<file path="config.mk">
export PLATFORM = sky130hd
export DESIGN_NAME = square_sample_synth
export DESIGN_NICKNAME = d
export VERILOG_FILES = /design/src/rtl/square_sample_synth.sv
export SDC_FILE = /design/constraint.sdc
export NUM_CORES = 1
export LEC_CHECK = 0
export ABC_AREA = 1
export BUFFER_PORTS_ARGS = -buffer_cell sky130_fd_sc_hd__buf_2
export CORE_ASPECT_RATIO = 0.6
export CORE_MARGIN = 2
export CORE_UTILIZATION = 44
export DETAILED_ROUTE_END_ITERATION = 10
export PLACE_DENSITY_LB_ADDON = 0.08
export RECOVER_POWER = 100
export SLEW_MARGIN = 10
export SYNTH_ARGS = -nofsm -noshare
export SYNTH_HDL_FRONTEND = slang
export SYNTH_SLANG_ARGS = --single-unit
</file>
<file path="constraint.sdc">
create_clock -name clk -period 4.5 [get_ports clk]
set_input_delay 0.225 -clock clk [delete_from_list [all_inputs] [get_ports clk]]
set_output_delay 0.225 -clock clk [all_outputs]
set_load 0.02 [all_outputs]
</file>
<file path="src/rtl/square_sample_synth.sv">
// Square-wave PCM sample generator for the AC97 playback path.
// Emits one signed 20-bit sample per sample period into the write side of the
// AC97 sample FIFO, with programmable half-period (in samples) and amplitude.
// A one-entry pending stage absorbs FIFO backpressure; samples that arrive while
// it is occupied are dropped and counted in a saturating overrun counter.
module square_sample_synth #(
    parameter int unsigned CPU_CLOCK_FREQ = 50_000_000,
    parameter int unsigned SAMPLE_RATE    = 48_000,
    // Clock cycles per sample period; must be at least 4 so that the registered
    // write strobe leaves the FIFO full flag time to take effect.
    parameter int unsigned TICK_DIV       = CPU_CLOCK_FREQ / SAMPLE_RATE
) (
    input  logic        clk,
    input  logic        rst,
    input  logic        enable,
    input  logic [15:0] half_period,
    input  logic [18:0] amplitude,
    input  logic        fifo_full,
    output logic        fifo_wr_en,
    output logic [19:0] fifo_din,
    output logic [7:0]  overrun_count
);

    localparam int unsigned TickW = (TICK_DIV > 1) ? $clog2(TICK_DIV) : 1;
    localparam logic [TickW-1:0] TickLast = TickW'(TICK_DIV - 1);

    // Sample-period divider.
    logic [TickW-1:0] tick_cnt_q, tick_cnt_d;
    logic             tick;

    // Waveform position within the current half-wave and its sign.
    logic [15:0] phase_q, phase_d;
    logic        polarity_q, polarity_d;
    logic [19:0] sample;

    // One-entry holding stage between the generator and the FIFO.
    logic        pend_valid_q, pend_valid_d;
    logic [19:0] pend_data_q, pend_data_d;
    logic        issue;

    // Registered FIFO-facing outputs and the overrun counter.
    logic        wr_en_q, wr_en_d;
    logic [19:0] din_q, din_d;
    logic [7:0]  overrun_q, overrun_d;

    assign tick  = enable && (tick_cnt_q == TickLast);
    assign issue = pend_valid_q && !fifo_full;

    // Tick divider: counts while enabled, wraps on the tick, parks at 0 when disabled.
    always_comb begin
        tick_cnt_d = tick_cnt_q;
        if (!enable) begin
            tick_cnt_d = '0;
        end else if (tick) begin
            tick_cnt_d = '0;
        end else begin
            tick_cnt_d = tick_cnt_q + TickW'(1);
        end
    end

    // Sample value for the current tick, taken from polarity before it advances.
    always_comb begin
        sample = '0;
        if (half_period != 16'd0) begin
            if (polarity_q) begin
                sample = ~{1'b0, amplitude} + 20'd1;
            end else begin
                sample = {1'b0, amplitude};
            end
        end
    end

    // Phase/polarity advance; the >= compare lets a shrunk half_period wrap at once.
    always_comb begin
        phase_d    = phase_q;
        polarity_d = polarity_q;
        if (!enable) begin
            phase_d    = '0;
            polarity_d = 1'b0;
        end else if (tick) begin
            if (half_period == 16'd0) begin
                phase_d = '0;
            end else if (phase_q >= half_period - 16'd1) begin
                phase_d    = '0;
                polarity_d = ~polarity_q;
            end else begin
                phase_d = phase_q + 16'd1;
            end
        end
    end

    // Pending stage: issue frees the slot, a tick fills an empty slot or counts a drop.
    always_comb begin
        pend_valid_d = pend_valid_q;
        pend_data_d  = pend_data_q;
        overrun_d    = overrun_q;
        if (issue) begin
            pend_valid_d = 1'b0;
        end
        if (tick) begin
            if (!pend_valid_q) begin
                pend_valid_d = 1'b1;
                pend_data_d  = sample;
            end else if (overrun_q != 8'hFF) begin
                overrun_d = overrun_q + 8'd1;
            end
        end
    end

    // FIFO write decision; the data register holds its value between strobes.
    always_comb begin
        wr_en_d = issue;
        din_d   = din_q;
        if (issue) begin
            din_d = pend_data_q;
        end
    end

    // State and output registers, cleared asynchronously by reset.
    always_ff @(posedge clk or posedge rst) begin
        if (rst) begin
            tick_cnt_q   <= '0;
            phase_q      <= '0;
            polarity_q   <= 1'b0;
            pend_valid_q <= 1'b0;
            pend_data_q  <= '0;
            wr_en_q      <= 1'b0;
            din_q        <= '0;
            overrun_q    <= '0;
        end else begin
            tick_cnt_q   <= tick_cnt_d;
            phase_q      <= phase_d;
            polarity_q   <= polarity_d;
            pend_valid_q <= pend_valid_d;
            pend_data_q  <= pend_data_d;
            wr_en_q      <= wr_en_d;
            din_q        <= din_d;
            overrun_q    <= overrun_d;
        end
    end

    assign fifo_wr_en    = wr_en_q;
    assign fifo_din      = din_q;
    assign overrun_count = overrun_q;

endmodule
</file>
* Word level (Yosys, flattened, before mapping)
Index checks and enable logic that the tools add are counted.
** Storage, ports and cells
- Bits in registers :: 78
- Bits in latches :: 0
- Memory bits (writable) :: 0
- ROM bits :: 0
- Input port bits :: 39
- Logic and storage cells :: 45
- Memories :: 0
** Cells by class
- $add $sub $neg :: 5
- Multiply operators :: 0
- Div/mod/pow operators :: 0
- Magnitude comparators :: 1
- Equality and inequality tests :: 5
- Shift operators :: 0
- Multiplexer cells :: 15
- Bitwise gates (word level) :: 3
- Reduce and logical (&&, ||, !) cells :: 8
** Operators with widths (number)
- $mux 16 :: 4
- $mux 20 :: 2
- $mux 11 :: 2
- $add 20x1->20 const B :: 1
- $not 19->20 :: 1
- $add 16x1->16 const B :: 1
- $ge 16x16->1 :: 1
- $logic_not 16->1 :: 1
- $reduce_bool 16->1 :: 1
- $sub 16x1->16 const B :: 1
- $add 11x1->11 const B :: 1
- $eq 11x11->1 const B :: 1
- $add 8x1->8 const B :: 1
- $ne 8x8->1 const B :: 1
- $mux 1 :: 7
- $reduce_and 3->1 :: 2
- $ne 2x1->1 const B :: 2
- $logic_and 1x1->1 :: 2
- $ne 2x2->1 const B :: 1
- $not 1->1 :: 2
- $reduce_and 2->1 :: 1
- $logic_not 1->1 :: 1

* Depth between registers and ports, before layout
- Depth after elaboration :: 6
- Mapped depth :: 19

* Least setup slack after synthesis
Ideal clock, no wire load.
- Kind :: in2reg
- Start point :: input half_period[2]
- End point :: register phase_q[11]
- Setup time :: 71 ps
- Arrival :: 2213 ps
- Slack :: 2215 ps
- Stages :: 17
- Path through :: nor2_1 nand3_1 nor2_1 nand2_1 nor3_1 nand2_1 xor2_1 ha_1 nand2_1 inv_1 o21ai_0 nand3_1 nor2_1 nand3_1 nand2_1 inv_2 nor2_1
** Between the ends
- Word-level cells in the longest chain between the ends :: 6
- Elaborated cells on any way between the ends :: 7
- Classes of those cells :: add/sub: 1; order compare: 1; mux: 4; reduce/logical: 1
** Ends and longest elaborated chain
- start, declared :: RTL line 16 : input logic [15:0] half_period,
- $sub 16x1->16 :: RTL line 83 : end else if (phase_q >= half_period - 16'd1) begin
- $ge 16x16->1 :: RTL line 83
- $mux 16 :: RTL line 83
- $mux 16 (*) :: RTL line 81 : if (half_period == 16'd0) begin
- $mux 16 (*) :: RTL line 80 : end else if (tick) begin
- $mux 16 (*) :: RTL line 77 : if (!enable) begin
- end signal, assigned :: RTL line 132 : phase_q <= phase_d;
- end, declared :: RTL line 32 : logic [15:0] phase_q, phase_d;
Every way passes the cells marked *; elsewhere a longest branch is shown, timed or not. The select of a mux whose other input is x is not followed.
A chain may end at the register's enable or synchronous reset.

* Final worst setup path
- Start point :: input half_period[2]
- End point :: register phase_q[13]
Same word-level chain as after synthesis.

==> flow_summary.toml <==
[timing]
fin_skew_ns = 0.00821
final_max_slew_viol_count = 79
worst_pin_slew_ns = 1.90
holdWs_ns = 0.164
max_freq_mhz = 373
timing.setup.tns_ns = 0
slew_headroom_pct = -26.4
fin_ws_ns = 1.82
rsz0062_at_grt = "false"
setup_violations = 0
post-route-period-util_pct = 59.5
hold_violations = 0
fin_crit_ns = 2.68

[floorplanning]
coreArea_um2 = 10100
pin_count = 68
rows = 28
die_h_um = 83.6
initial_utilization_pct = 46.2
die_w_um = 137
die-area_um2 = 11400

[global_route]
grt_pass1_vias = 3647
grt_pass1_wl_mm = 18.2
antenna_found_initial = 0
overflow = 0
grt_max_degree = 79
grt_usage_pct = 20.3

[worst_setup_path]
crit_buf_inv = 4
crit_chain = "clkbuf_1 > nor2_1 > nand3_1 > nor2_1 > nand2_1 > nor3_1 > nand2_1 > xnor2_1 > inv_1 > ha_1 > nand2_1 > inv_1 > nand3_1 > nor2_1 > nand2_1 > nand3_1 > nand2_1 > inv_1 > nor2_1"
critPathSlowestCell = "nor3_1"
slowest_delay_ns = 0.35
critPathRequiredTime_ns = 4.71
worstSetupEndpointType = "flop"
setup.worst_path.start_class = "input port"
reg2reg_setup_slack_ns = 1.99
worst-path-max-fanout = 10
crit_top_cell = "nand2_1"
path_class = "input port to flop"
critical-path-top-delay-family = "simple AND/OR/NAND/NOR gates"
worstPathArrival_ns = 2.89

[cts]
clock-root-buffer = "clkbuf_16"
htree_levels = 3
clk_pin_slew_ns = 0.07
cts_sinks = 78
hold_buffers = 0
clk_latency_ns = 0.34
cts_buffers = 9
postCtsSetupBuffers = 0
clk_path_buf_depth = 2
cts_tree = "built"
cts_resized = 0

[drt]
ant_nets = 0
routed_wl_mm = 11.0
vias = 3991
routedWlPerCell_um = 13.3
drc_errors = 0
dr.pass1.iters = 5
post_drt_via_cell_ratio = 4.81
drt_iter0_markers = 274

[power_and_ir_drop]
power_leakage_nw = 2.75
pwr-share-clk_pct = 41.9
swShare_pct = 28.9
combPwrFrac_pct = 14.2
powerDensity_nw_per_um2 = 335
pwr-share-seq_pct = 43.9
p_int_mw = 1.26
p_switching_mw = 0.513
ir_drop_mv = 0.196

[logic_synthesis]
yosysSeqAreaShare_pct = 42.0
ys_ff_latch = 78
synth_cell_types = 31
syn-num-nets = 680
synthesis.area_um2 = 4650
syn_area_per_cell_um2 = 7.51
yosysWarnings = 0
netlist_instances = 619

[layout]
antenna_cells = 0
syn2layout_area_growth_pct = 14.2
layout.nets = 751
layout-drive-gt1-share_pct = 8.35
design_area_um2 = 5300
final_cell_mix = "189 x nand2_1, 80 x nor2_1, 79 x inv_1"
layout_commonest_cell = "nand2_1"
n_fill_cell = 990

[flow_run]
drv_cap = 1

[place]
dp_slack_ns = 1.65
routabilityCongestion = 0.879
hpwl_mm = 8.33
portBuffers = 67
placed_cell_area_um2 = 5110

[run_status]
outcome = "finished with violations"
violations = "max-capacitance violations, max-slew violations"

[worst_hold_path]
hp-class = "input port to flop"
metal layers:
| metal | up-vias | track usage (%) | share of wire (%) |
|---|---|---|---|
| met5 | - | 0 | 0 |
| li1 | 2098 | - | - |
| met4 | 0 | 5.11 | 0.74 |
| met3 | 8 | 4.80 | 5.5 |
| met2 | 89 | 27.0 | 39 |
| met1 | 1796 | 32.2 | 55 |
final cells by class:
class | instances | area, µm² | area share [%]
sequential | 78 | 1950 | 36.8
clock buffer | 9 | 225 | 4.25
tap | 135 | 169 | 3.18
inverter | 81 | 305 | 5.76
timing repair buffer | 69 | 307 | 5.78
multi-input combinational | 451 | 2270 | 42.7
clock inverter | 7 | 78.8 | 1.49
registers in the layout, indices dropped and copies added, names as in the netlist:
name and flops:
fifo_wr_en 1, pend_valid_q 1, overrun_count 8, phase_q 16
tick_cnt_q 11, polarity_q 1, fifo_din 20, pend_data_q 20
logic make-up (layout without fill, tap and decap cells):
family / after synthesis / after routing / synth area share [%]
AOI/OAI and AO/OA: 58 / 58 / 7.16
xor gates and xnor gates: 36 / 36 / 6.79
adders and majority gates: 22 / 22 / 5.93
buffers and inverters: 90 / 166 / 7.84
DFF: 78 / 78 / 42.0
and+or+nand+nor: 335 / 335 / 30.3
metrics by stage:
step / cells / util [%] / power (mW)
2_1_floorplan: 619 / - / 0.962
3_3_place_gp: 814 / 50.8 / 1.05
3_5_place_dp: 814 / 50.8 / 1.06
4_1_cts: 830 / 53.8 / 1.81
5_1_grt: 830 / 52.8 / 1.87
6_report: 830 / 52.8 / 1.78
power groups by stage:
stage,clock [mW],combinational (mW),sequential [mW]
finish,0.744,0.253,0.781
global route,0.799,0.286,0.787
CTS,0.759,0.269,0.779
detailed placement,0,0.268,0.792
global placement,0,0.263,0.791
floorplan,0,0.146,0.816
path summary, 6_finish.rpt:
kind | from | to | depth (start not counted)
worst max-delay path | half_period[2] | phase_q[13]$_DFFE_PP0P_ | 19
worst min-delay path | amplitude[18] | pend_data_q[18]$_DFFE_PP0P_ | 4
worst max register to register | tick_cnt_q[0]$_DFF_PP0_ | pend_data_q[13]$_DFFE_PP0P_ | 10
worst min register to register | fifo_din[5]$_DFFE_PP0P_ | fifo_din[5]$_DFFE_PP0P_ | 2
max in group asynchronous | rst | phase_q[11]$_DFFE_PP0P_ | 3
min in group asynchronous | rst | overrun_count[0]$_DFFE_PP0P_ | 3
cell usage after synthesis:
cell	count	area share (%)
buf_2	2	0.22
nor3_4	1	0.35
buf_6	3	0.73
o21bai_1	1	0.16
o21ai_0	28	3.0
nand2_4	2	0.48
xor2_1	22	4.1
o22ai_1	3	0.40
dfrtp_1	78	42
nand3_2	1	0.22
a22oi_1	1	0.16
inv_1	75	6.1
inv_2	5	0.40
xnor2_1	14	2.6
o31ai_1	1	0.16
a21oi_1	12	1.3
o21ai_2	7	1.3
nand3b_1	3	0.48
nor3_1	11	1.2
nor2_1	80	6.5
o21ai_1	3	0.32
nand4_1	9	1.2
clkinv_2	1	0.11
nand2_1	187	15
nand3b_4	1	0.43
or2_1	1	0.13
buf_1	1	0.081
ha_1	22	5.9
o211ai_1	2	0.32
nand3_1	39	4.2
clkbuf_1	3	0.24
tightest hold or removal path, stage by stage:
cell and delay (ns):
buf_2 0.09, nand2_1 0.05, nand3_1 0.06, nand2_1 0.04
(Power assumes the default switching activity.)
